### src/rtl/div_arbiter.sv
// -----------------------------------------------------------------------------
// div_arbiter
//
// Two-client round-robin arbiter and sequencer in front of one shared WIDTH-bit
// divider. In IDLE it picks a requester (on a tie, the client not served last),
// latches that client's operands into div_x/div_y and sends go. It then waits
// for done, captures quotient/remainder/error and returns them with a one-cycle
// valid strobe to the winning client. Before returning to IDLE it waits for
// done to fall, so a done level held over from one operation cannot complete
// the next one.
//
// Optional feature macro: DIV_ARB_TIMEOUT_EN
//   Defined   : a WAIT watchdog. After TIMEOUT cycles in WAIT with no done,
//               the operation completes with err=1, q=r=0, and div_rst pulses
//               for the single RESP cycle to abort the divider.
//   Undefined : WAIT waits forever and div_rst is simply rst.
//
// Parameters
//   WIDTH    operand/result width
//   TIMEOUT  watchdog limit in cycles (2..255), used only with the macro
//
// Ports
//   clk, rst             clock (rising edge), synchronous active-high reset
//   req0/req1            level requests, held until the matching ack
//   x0,y0 / x1,y1        client operands (dividend, divisor)
//   ack0/ack1            one-cycle pulse: request taken, operands latched
//   valid0/valid1        one-cycle pulse: q/r/err belong to this client
//   q, r, err            registered results, held until the next capture
//   busy                 high in every state except IDLE
//   cs                   state code IDLE=0 GO=1 WAIT=2 RESP=3 RELEASE=4
//   div_go, div_x/div_y  registered go and operands to the divider
//   div_rst              rst OR watchdog abort (combinational)
//   div_done/div_error   divider status; done may be a pulse or a level
//   div_q/div_r          divider results, valid while div_done=1
// -----------------------------------------------------------------------------
module div_arbiter #(
   parameter int unsigned WIDTH   = 4,
   parameter int unsigned TIMEOUT = 64
) (
   input  logic             clk,
   input  logic             rst,
   input  logic             req0,
   input  logic             req1,
   input  logic [WIDTH-1:0] x0,
   input  logic [WIDTH-1:0] y0,
   input  logic [WIDTH-1:0] x1,
   input  logic [WIDTH-1:0] y1,
   output logic             ack0,
   output logic             ack1,
   output logic             valid0,
   output logic             valid1,
   output logic [WIDTH-1:0] q,
   output logic [WIDTH-1:0] r,
   output logic             err,
   output logic             busy,
   output logic [2:0]       cs,
   output logic             div_go,
   output logic [WIDTH-1:0] div_x,
   output logic [WIDTH-1:0] div_y,
   output logic             div_rst,
   input  logic             div_done,
   input  logic             div_error,
   input  logic [WIDTH-1:0] div_q,
   input  logic [WIDTH-1:0] div_r
);

   // The watchdog counter is 8 bits wide, which bounds the legal limit.
   if (TIMEOUT < 2 || TIMEOUT > 255) begin : g_timeout_range
      $error("div_arbiter: TIMEOUT must be in 2..255");
   end

   typedef enum logic [2:0] {
      S_IDLE    = 3'd0,
      S_GO      = 3'd1,
      S_WAIT    = 3'd2,
      S_RESP    = 3'd3,
      S_RELEASE = 3'd4
   } state_e;

   state_e           state_q, state_d;
   logic             grant_q, grant_d;   // client currently being served
   logic             last_q,  last_d;    // client served most recently
   logic [WIDTH-1:0] div_x_q, div_x_d;
   logic [WIDTH-1:0] div_y_q, div_y_d;
   logic [WIDTH-1:0] q_q,     q_d;
   logic [WIDTH-1:0] r_q,     r_d;
   logic             err_q,   err_d;
   logic             ack0_q,  ack0_d;
   logic             ack1_q,  ack1_d;
   logic             valid0_q, valid0_d;
   logic             valid1_q, valid1_d;
   logic             div_go_q, div_go_d;
   logic             busy_q,  busy_d;

`ifdef DIV_ARB_TIMEOUT_EN
   localparam logic [7:0] TO_LIMIT = 8'(TIMEOUT - 1);

   logic [7:0] cnt_q,   cnt_d;
   logic       abort_q, abort_d;
`endif

   // ---------------------------------------------------------------------------
   // Next-state and next-output logic
   // ---------------------------------------------------------------------------
   always_comb begin
      // NOTE: every signal gets its hold value first, so no path through the
      // case statement can leave one unassigned and infer a latch.
      state_d = state_q;
      grant_d = grant_q;
      last_d  = last_q;
      div_x_d = div_x_q;
      div_y_d = div_y_q;
      q_d     = q_q;
      r_d     = r_q;
      err_d   = err_q;
`ifdef DIV_ARB_TIMEOUT_EN
      cnt_d   = cnt_q;
      abort_d = 1'b0;
`endif

      unique case (state_q)
         S_IDLE: begin
            if (req0 || req1) begin
               // On a tie the pointer hands the grant to the other client.
               if (req0 && req1) grant_d = ~last_q;
               else              grant_d = req1;
               div_x_d = grant_d ? x1 : x0;
               div_y_d = grant_d ? y1 : y0;
               state_d = S_GO;
            end
         end

         S_GO: begin
`ifdef DIV_ARB_TIMEOUT_EN
            cnt_d = '0;
`endif
            state_d = S_WAIT;
         end

         S_WAIT: begin
            // A done arriving on the watchdog's last cycle takes priority.
            if (div_done) begin
               q_d     = div_q;
               r_d     = div_r;
               err_d   = div_error;
               state_d = S_RESP;
            end
`ifdef DIV_ARB_TIMEOUT_EN
            else if (cnt_q == TO_LIMIT) begin
               q_d     = '0;
               r_d     = '0;
               err_d   = 1'b1;
               abort_d = 1'b1;
               state_d = S_RESP;
            end else begin
               cnt_d = cnt_q + 8'd1;
            end
`endif
         end

         S_RESP: begin
            last_d  = grant_q;
            state_d = S_RELEASE;
         end

         S_RELEASE: begin
            if (!div_done) state_d = S_IDLE;
         end

         default: state_d = S_IDLE;
      endcase

      // Strobes are registered: decode them from the state being entered.
      ack0_d   = (state_d == S_GO)   && !grant_d;
      ack1_d   = (state_d == S_GO)   &&  grant_d;
      div_go_d = (state_d == S_GO);
      valid0_d = (state_d == S_RESP) && !grant_d;
      valid1_d = (state_d == S_RESP) &&  grant_d;
      busy_d   = (state_d != S_IDLE);
   end

   // ---------------------------------------------------------------------------
   // State and output registers
   // ---------------------------------------------------------------------------
   always_ff @(posedge clk) begin
      // NOTE: non-blocking assignments, so every register samples the values
      // present before this edge regardless of statement order.
      if (rst) begin
         state_q  <= S_IDLE;
         grant_q  <= 1'b0;
         last_q   <= 1'b1;   // client 0 wins the first tie
         div_x_q  <= '0;
         div_y_q  <= '0;
         q_q      <= '0;
         r_q      <= '0;
         err_q    <= 1'b0;
         ack0_q   <= 1'b0;
         ack1_q   <= 1'b0;
         valid0_q <= 1'b0;
         valid1_q <= 1'b0;
         div_go_q <= 1'b0;
         busy_q   <= 1'b0;
      end else begin
         state_q  <= state_d;
         grant_q  <= grant_d;
         last_q   <= last_d;
         div_x_q  <= div_x_d;
         div_y_q  <= div_y_d;
         q_q      <= q_d;
         r_q      <= r_d;
         err_q    <= err_d;
         ack0_q   <= ack0_d;
         ack1_q   <= ack1_d;
         valid0_q <= valid0_d;
         valid1_q <= valid1_d;
         div_go_q <= div_go_d;
         busy_q   <= busy_d;
      end
   end

`ifdef DIV_ARB_TIMEOUT_EN
   always_ff @(posedge clk) begin
      if (rst) begin
         cnt_q   <= '0;
         abort_q <= 1'b0;
      end else begin
         cnt_q   <= cnt_d;
         abort_q <= abort_d;
      end
   end

   // abort_q is high only during the RESP cycle that follows a watchdog expiry.
   assign div_rst = rst | abort_q;
`else
   assign div_rst = rst;
`endif

   assign ack0   = ack0_q;
   assign ack1   = ack1_q;
   assign valid0 = valid0_q;
   assign valid1 = valid1_q;
   assign q      = q_q;
   assign r      = r_q;
   assign err    = err_q;
   assign busy   = busy_q;
   assign cs     = state_q;
   assign div_go = div_go_q;
   assign div_x  = div_x_q;
   assign div_y  = div_y_q;

endmodule

### config.mk
export PLATFORM = sky130hd
export DESIGN_NAME = div_arbiter
export DESIGN_NICKNAME = d
export VERILOG_FILES = /design/src/rtl/div_arbiter.sv
export SDC_FILE = /design/constraint.sdc
export NUM_CORES = 1
export LEC_CHECK = 0
export BUFFER_PORTS_ARGS = -buffer_cell sky130_fd_sc_hd__buf_4
export CORE_MARGIN = 2
export CORE_UTILIZATION = 44
export CTS_CLUSTER_SIZE = 16
export DETAILED_ROUTE_END_ITERATION = 6
export PLACE_DENSITY_LB_ADDON = 0.12
export SLEW_MARGIN = 20
export SYNTH_ARGS = -nofsm -noshare
export SYNTH_HDL_FRONTEND = slang
export SYNTH_SLANG_ARGS = --single-unit
### constraint.sdc
create_clock -name clk -period 1.7 [get_ports clk]
set_clock_uncertainty 0.1 [all_clocks]
set_input_delay 0.425 -clock clk [delete_from_list [all_inputs] [get_ports clk]]
set_output_delay 0.425 -clock clk [all_outputs]
set_load 0.1 [all_outputs]
==> flow_metrics.tcl, run 1 <==
set metrics [dict create \
    critPathArrivalTime_ns 1.09 \
    drt-pass1-iter-count 4 \
    wl_um 2750 \
    cpLargestDelayFamily "flip-flops" \
    worst_ep_required_time_ns 1.17 \
    clock_path_buffers 2 \
    drv_cap 0 \
    synth_nets 150 \
    synthToLayoutAreaGrowth_pct 42.1 \
    synth-edff-count 0 \
    crit_chain "buf_6" \
    drive_gt1_share_pct 42.3 \
    met2WireLength_um 1390 \
    synth_area_um2 1160 \
    rows 18 \
    cts_root_buffer "clkbuf_4" \
    grt_util_all_layers_pct 17.5 \
    die_h_um 55.3 \
    fmax_mhz 620 \
    chipWidth_um 55.3 \
    first_global_vias 1004 \
    yosys.cell_types.count 33 \
    dpl.hpwl_um 2080 \
    ys_seq_area_share_pct 48.3 \
    ir_worst_vdd_v 0.00109 \
    cts_tree "done" \
    tightest_slew_ns 0.587 \
    seqCellArea_um2 564 \
    grt_max_degree 17 \
    synth-main-ff-cell "dfxtp_1" \
    maxSlewHeadroom_pct 60.8 \
    core_um2 2480 \
    antenna_found_initial 0 \
    power.leakage_nw 0.707 \
    met3WireLength_um 148 \
    setup_violations 0 \
    drtAntennaViolNets 0 \
    n_fill_cell 228 \
    io_buffers 56 \
    worst_slack_ns 0.0875 \
    min_path_type "input pin to flop" \
    status "finished clean" \
    crit_fanout 10 \
    die_area_um2 3060 \
    initial_core_util_pct 46.8 \
    critical_path.slowest_cell "dfxtp_2" \
    grt_pass1_wl_um 4420 \
    globalplace.congestion 0.732 \
    synth_top_area_share_pct 48.3 \
    power.total_w 0.00248 \
    met1_length_um 1200 \
    ys_seq_elements 28 \
    place_ws_ns 0.0493 \
    start_kind "flop" \
    hold_violations 0 \
    avgSynthCellArea_um2 9.67 \
    critPathMaxStageDelay_ns 0.50 \
    grt_setup_unrepaired "false" \
    drc 0 \
    power.density_nw_per_um2 1510 \
    fin_util_pct 66.5 \
    multi_input_area_um2 509 \
    slew_violations 0 \
    nets 206 \
    clock_latency_ns 0.32 \
    period_share_pct 94.9 \
    cts_num_sinks 28 \
    cts.htree.levels 1 \
    grt_overflow 0 \
    antenna_cells 0 \
    postSynth.asyncResetShare_pct 0 \
    synth_area_leaders "dfxtp_1, a21oi_1, o32ai_1, nand2_1, a211oi_1" \
    crit_buf_inv 1 \
    post-route-min-period_ns 1.61 \
    ios 57 \
    synth_top_cell_by_area "dfxtp_1" \
    crit_path_end_kind "output port" \
    yosys_warnings 0 \
    drt_iter0_drc 19 \
    wire_per_inst_um 13.4 \
    netlist_instances 120 \
    top_layer_used "met4" \
    cts_made_buffers 3 \
    viasPerCell 5.32 \
    cts-hold-fix-buffers 0 \
    critPathKind "flop to output port" \
    tns_ns 0 \
    cts.clk_slew.worst_paths_ns 0.15 \
    vias 1091 \
]
-- area by class of cell --
| cell class | count | share of cell area (%) |
|---|---|---|
| sequential | 28 | 34.2 |
| multi-input combinational | 79 | 30.9 |
| timing repair buffer | 62 | 28.9 |
| tap | 30 | 2.28 |
| clock inverter | 1 | 1.82 |
| clock buffer | 3 | 1.37 |
| inverter | 2 | 0.456 |
-- cells in the final DEF, fill, tap and decap left out, drive strengths merged, types with 2 or more instances in the layout --
cell type and instances:
a211oi 8, a21bo 2, a21oi 21, a221oi 2, buf 62, clkbuf 3
dfxtp 28, inv 2, nand2 19, nand3b 2, nand4bb 2, nor3 3
o32ai 8
-- logic make-up (layout without fill, tap and decap cells) --
kind of cell / Yosys count / after routing / share of synthesized area, %
and+or+nand+nor: 33 / 33 / 16.8
xor gates and xnor gates: 1 / 1 / 0.755
AOI/OAI and AO/OA: 44 / 44 / 25.5
DFF: 28 / 28 / 48.3
muxes: 1 / 1 / 0.863
buffers and inverters: 13 / 68 / 7.77
-- synth_stat cells, types with 2 or more instances --
cell type / instances
dfxtp_1: 28
a21oi_1: 21
o32ai_1: 8
buf_6: 3
buf_4: 2
clkbuf_1: 3
a221oi_1: 2
nand2_1: 18
inv_1: 2
nand3b_1: 2
nor3_1: 2
a211oi_1: 8
-- worst paths after layout --
check / slack, ns / endpoint / cells past startpoint / startpoint
worst max register to register: 0.26 / valid1$_SDFF_PP0_ / 2 / cs[1]$_SDFF_PP0_
worst min-delay path: 0.23 / q[3]$_SDFFE_PP0P_ / 3 / div_q[3]
worst max-delay path: 0.09 / cs[1] / 1 / cs[1]$_SDFF_PP0_
worst min register to register: 0.37 / q[3]$_SDFFE_PP0P_ / 2 / q[3]$_SDFFE_PP0P_
-- metal layers --
metal / global-route usage [%] / up-vias
met5: 0 / -
li1: - / 550
met1: 22.7 / 504
met3: 3.28 / 2
met2: 29.4 / 35
met4: 5.23 / 0
-- registers in the layout, indices dropped and copies added, names as in the netlist --
register / flops
div_x: 4
div_y: 4
q: 4
r: 4
cs: 3
ack0: 1
ack1: 1
busy: 1
div_go: 1
err: 1
grant_q: 1
last_q: 1
valid0: 1
valid1: 1
-- stage by stage --
stage | cells | hold slack [ns] | cell area (um2)
floorplan | 120 | 0.359 | 1160
global placement | 201 | 0.344 | 1580
detailed placement | 201 | 0.350 | 1580
CTS | 205 | 0.216 | 1640
global route | 205 | 0.199 | 1650
finish | 205 | 0.229 | 1650
-- repair_timing --
action	4_1_cts	5_1_grt
setup endpoints to repair	0	3
setup buffers	0	0
gates resized for setup	0	3
-- power by group --
part / internal (W) / total, W / leakage (nW) / switching [W]
logic: 0.000314 / 0.00121 / 0.448 / 0.000901
clock network: 0.000238 / 0.000429 / 0.0279 / 0.000191
registers: 0.000757 / 0.000841 / 0.231 / 0.0000843
Note: power is estimated with default switching activity, not from simulation.
==> inputs of run 2 (changes only) <==
--- a/config.mk
+++ b/config.mk
@@ -6,8 +6,10 @@
 export NUM_CORES = 1
 export LEC_CHECK = 0
 export BUFFER_PORTS_ARGS = -buffer_cell sky130_fd_sc_hd__buf_4
+export CELL_PAD_IN_SITES_DETAIL_PLACEMENT = 0
+export CELL_PAD_IN_SITES_GLOBAL_PLACEMENT = 1
 export CORE_MARGIN = 2
-export CORE_UTILIZATION = 44
+export CORE_UTILIZATION = 32
 export CTS_CLUSTER_SIZE = 16
 export DETAILED_ROUTE_END_ITERATION = 6
 export PLACE_DENSITY_LB_ADDON = 0.12
==> run 2 against run 1 <==
Compared with the run above: final cell count increased by 8.3%; sequential power barely moved; via count down 2.1%; power shrank 3.5%; critical endpoint unchanged; final area up 0.68%.
==> flow_metrics.tcl, run 2 (same netlist as run 1, synthesis figures left out) <==
set metrics [dict create \
    status "finished clean" \
    r2r-start "cs[1]$_SDFF_PP0_" \
    postCtsSetupBuffers 0 \
    clock_path_buffers 2 \
    final_cells 222 \
    final_common_cell "buf_4" \
    crit_fanout 10 \
    cts_root_buffer "clkbuf_4" \
    r2r_end "ack1$_SDFF_PP0_" \
    drc 0 \
    antenna_cells 0 \
    r2r_slack_ns 0.28 \
    final_cell_mix "buf_4, dfxtp_1, a21oi_1" \
    clock_latency_ns 0.32 \
    crit_path_end_kind "output port" \
    fmax_mhz 618 \
    nets 207 \
    cts.htree.levels 1 \
    cts-hold-fix-buffers 0 \
    globalplace.congestion 0.813 \
    busiest_layer "met2" \
    fin_util_pct 48.6 \
    tightest_slew_ns 0.557 \
    worst_ep_required_time_ns 1.17 \
    endpoint "cs[1]" \
    cts_num_sinks 28 \
    grt_util_all_layers_pct 14.4 \
    dpl.cell_count 218 \
    cts_tree "done" \
    synthToLayoutAreaGrowth_pct 43.0 \
    viasPerCell 4.81 \
    drt_iter0_drc 29 \
    final_area_um2 1660 \
    dpl_cell_area_um2 1610 \
    n_fill_cell 363 \
    critPathArrivalTime_ns 1.09 \
    core_um2 3420 \
    slew_violations 0 \
    min_path_type "input pin to flop" \
    antenna_found_initial 0 \
    hold_slack_ns 0.226 \
    vias 1068 \
    cts.clk_slew.worst_paths_ns 0.15 \
    crit_buf_inv 1 \
    die_h_um 64.2 \
    grtUsageMet2_pct 25.4 \
    tns_ns 0 \
    use_met1_pct 17.6 \
    io_buffers 56 \
    drtAntennaViolNets 0 \
    rows 21 \
    first_global_vias 1072 \
    drt-pass1-iter-count 4 \
    ir_worst_vdd_v 0.000678 \
    hold_violations 0 \
    chipWidth_um 64.2 \
    maxSlewHeadroom_pct 62.8 \
    post-route-min-period_ns 1.62 \
    critPathKind "flop to output port" \
    grt_max_degree 16 \
    grt_use_met3_pct 2.64 \
    grt_pass1_wl_um 4780 \
    setup_violations 0 \
    grt_overflow 0 \
    drive_gt1_share_pct 42.6 \
    worstSetupStartpoint "cs[1]$_SDFF_PP0_" \
    grt_setup_unrepaired "false" \
    critical_path.slowest_cell "dfxtp_2" \
    min_from "div_r[1]" \
    reg2regPathDepth 2 \
    power.leakage_nw 0.705 \
    start_kind "flop" \
    wl_um 2930 \
    ios 57 \
    period_share_pct 95.2 \
    wire_per_inst_um 13.2 \
    seqCellArea_um2 564 \
    multi_input_area_um2 509 \
    die_area_um2 4120 \
    initial_core_util_pct 34.0 \
    crit_chain "buf_6" \
    power.density_nw_per_um2 1450 \
    cpLargestDelayFamily "flip-flops" \
    cts_made_buffers 3 \
    drv_cap 0 \
    critPathMaxStageDelay_ns 0.50 \
    dpl.hpwl_um 2220 \
    worstSetupPathDepth 1 \
]
## run 2: cell types whose count changed in the layout (fill, tap and decap cells not counted)
cell / before / now
buf_4: 59 / 60
clkbuf_8: 0 / 1
bufinv_16: 1 / 0
## run 2: how the worst min path moves through the flow
| stage | cells after the start | slack (ns) | endpoint |
|---|---|---|---|
| 2_1_floorplan | 2 | 0.36 | last_q$_SDFFE_PP1N_ |
| 5_1_grt | 3 | 0.20 | q[2]$_SDFFE_PP0P_ |
| 6_report | 3 | 0.23 | r[1]$_SDFFE_PP0P_ |
| 3_5_place_dp | 2 | 0.35 | r[2]$_SDFFE_PP0P_ |
| 3_3_place_gp | 2 | 0.34 | r[2]$_SDFFE_PP0P_ |
| 4_1_cts | 3 | 0.21 | r[1]$_SDFFE_PP0P_ |
## run 2: power by group
group,switching [W],internal (W)
registers,0.0000849,0.000757
logic,0.000905,0.000325
clock network,0.000196,0.000131
## run 2: area by class of cell
class	instances	area share (%)
Clock buffer	4	2.19
Inverter	2	0.452
Multi-Input combinational cell	79	30.7
Sequential cell	28	34.0
Tap cell	46	3.47
Timing Repair Buffer	63	29.2
## run 2: repair_timing
action | 4_1_cts | 5_1_grt
gates resized for setup | 1 | 2
endpoints found under the hold margin | 0 | 0
setup endpoints to repair | 1 | 2
## run 2: per-stage QoR
| stage | total power (W) | setup slack, ns |
|---|---|---|
| floorplan | 0.00182 | 0.00824 |
| global placement | 0.00207 | 0.114 |
| detailed placement | 0.00208 | 0.0931 |
| CTS | 0.00242 | 0.0122 |
| global route | 0.00251 | 0.0248 |
| finish | 0.00240 | 0.0810 |
## run 2: layer usage
layer	share of wire (%)	up-vias
li1	-	554
met1	44	479
met2	50	33
met3	4.9	2
met4	0.65	0
met5	0	-
==> inputs of run 3 (changes only) <==
--- a/config.mk
+++ b/config.mk
@@ -9,7 +9,7 @@
 export CELL_PAD_IN_SITES_DETAIL_PLACEMENT = 0
 export CELL_PAD_IN_SITES_GLOBAL_PLACEMENT = 1
 export CORE_MARGIN = 2
-export CORE_UTILIZATION = 32
+export CORE_UTILIZATION = 29
 export CTS_CLUSTER_SIZE = 16
 export DETAILED_ROUTE_END_ITERATION = 6
 export PLACE_DENSITY_LB_ADDON = 0.12
==> constraint.sdc (replaced) <==
create_clock -name clk -period 1.4 [get_ports clk]
set_clock_uncertainty 0.1 [all_clocks]
set_input_delay 0.35 -clock clk [delete_from_list [all_inputs] [get_ports clk]]
set_output_delay 0.35 -clock clk [all_outputs]
set_load 0.02 [all_outputs]
==> run 3 against run 2 <==
Compared with the run above: sequential share of layout area down 1.6 points; clock power up 52%; largest cell class unchanged; largest power group is now sequential cells; critical path depth up 1; core utilization down 1.4 points; sequential cell count unchanged; non-clock buffer count up 3; register-to-register slack worse by 0.25 ns; first-iteration DRC count up 76%; final area up 6.5%; worst hold slack worse by 0.010 ns; sequential power up 22%; power up 2.4%.
==> flow_metrics.tcl, run 3 (same netlist as run 1, synthesis figures left out) <==
set metrics [dict create \
    status "finished clean" \
    first_global_vias 1119 \
    viasPerCell 4.98 \
    grt_util_all_layers_pct 15.1 \
    worst_ep_required_time_ns 1.49 \
    drt-pass1-iter-count 4 \
    start_kind "flop" \
    final_common_cell "buf_4" \
    grt_pass1_wl_um 5150 \
    critical_path.slowest_cell "or4_4" \
    power.density_nw_per_um2 1390 \
    cts_tree "done" \
    hold_slack_ns 0.215 \
    drive_gt1_share_pct 46.9 \
    fmax_mhz 728 \
    crit_chain "or4_4, a221oi_2" \
    synthToLayoutAreaGrowth_pct 52.3 \
    globalplace.congestion 0.672 \
    cts-hold-fix-buffers 0 \
    hold_violations 0 \
    final_cell_mix "buf_4, dfxtp_1, a21oi_1" \
    die_area_um2 4520 \
    io_buffers 56 \
    n_fill_cell 393 \
    min_path_type "input pin to flop" \
    critPathArrivalTime_ns 1.46 \
    antenna_found_initial 0 \
    busiest_layer "met2" \
    cts_made_buffers 3 \
    cts.htree.levels 1 \
    rows 22 \
    dpl_cell_area_um2 1640 \
    period_share_pct 98.1 \
    tightest_slew_ns 0.367 \
    setup_violations 0 \
    dpl.hpwl_um 2290 \
    grt_max_degree 17 \
    post-route-min-period_ns 1.37 \
    wire_per_inst_um 14.1 \
    grt_setup_unrepaired "true" \
    nets 210 \
    drc 0 \
    ir_worst_vdd_v 0.000498 \
    wl_um 3200 \
    drtAntennaViolNets 0 \
    cts_root_buffer "clkbuf_8" \
    die_h_um 67.2 \
    cts.clk_slew.worst_paths_ns 0.09 \
    fin_util_pct 47.2 \
    vias 1131 \
    final_area_um2 1770 \
    grt_use_met3_pct 2.67 \
    critPathMaxStageDelay_ns 0.57 \
    power.leakage_nw 0.742 \
    cts_num_sinks 28 \
    cpLargestDelayFamily "simple AND/OR/NAND/NOR gates" \
    use_met1_pct 17.7 \
    crit_buf_inv 0 \
    critPathKind "flop to flop" \
    drv_cap 0 \
    slew_violations 0 \
    clock_latency_ns 0.27 \
    crit_path_end_kind "flop" \
    maxSlewHeadroom_pct 75.4 \
    drt_iter0_drc 51 \
    ios 57 \
    grtUsageMet2_pct 27.0 \
    clock_path_buffers 2 \
    core_um2 3740 \
    grt_overflow 0 \
    initial_core_util_pct 31.0 \
    crit_fanout 10 \
    chipWidth_um 67.2 \
    antenna_cells 0 \
]
run 3: power by group:
| part | internal, W | switching [W] | leakage [nW] |
|---|---|---|---|
| Sequential | 0.000923 | 0.000105 | 0.231 |
| Combinational | 0.000478 | 0.000454 | 0.482 |
| Clock | 0.000252 | 0.000247 | 0.0288 |
| Total | 0.00165 | 0.000806 | 0.742 |
run 3: final cells by class:
| type | instances | area (um2) | area share, % |
|---|---|---|---|
| tap | 48 | 60.1 | 3.40 |
| sequential | 28 | 573 | 32.4 |
| clock buffer | 4 | 55.1 | 3.12 |
| timing repair buffer | 66 | 526 | 29.7 |
| multi-input combinational | 79 | 546 | 30.9 |
| inverter | 2 | 7.51 | 0.425 |
run 3: metal layers:
metal / wire [um] / vias up
met4: 22 / 0
met5: 0 / -
met1: 1370 / 531
met2: 1590 / 38
met3: 210 / 2
li1: - / 560
run 3: worst min-delay path: stages:
cell and delay [ns]:
buf_4 0.11, nand2_1 0.04, a21oi_1 0.05
run 3: per-stage QoR:
stage	std cells	setup slack [ns]	TNS (ns)	power, W
3_5_place_dp	220	-0.128	-1.18	0.00187
6_report	227	0.0268	0	0.00246
2_1_floorplan	120	-0.0786	-0.157	0.00155
5_1_grt	227	-0.0236	-0.0476	0.00261
4_1_cts	224	0.0134	0	0.00238
3_3_place_gp	220	-0.112	-0.620	0.00186
run 3: what timing repair did:
action                     in CTS  in global routing
resized for setup               3                  5
pin swaps                       0                  2
setup buffers                   0                  2
setup endpoints to repair       8                 18
cloned                          0                  1
run 3: final timing paths:
kind	start	end	slack [ns]	cells past startpoint
hold reg to reg	q[2]$_SDFFE_PP0P_	q[2]$_SDFFE_PP0P_	0.36	2
setup / recovery	cs[1]$_SDFF_PP0_	valid1$_SDFF_PP0_	0.03	2
setup reg to reg	cs[1]$_SDFF_PP0_	valid1$_SDFF_PP0_	0.03	2
hold / removal	div_r[2]	r[2]$_SDFFE_PP0P_	0.22	3
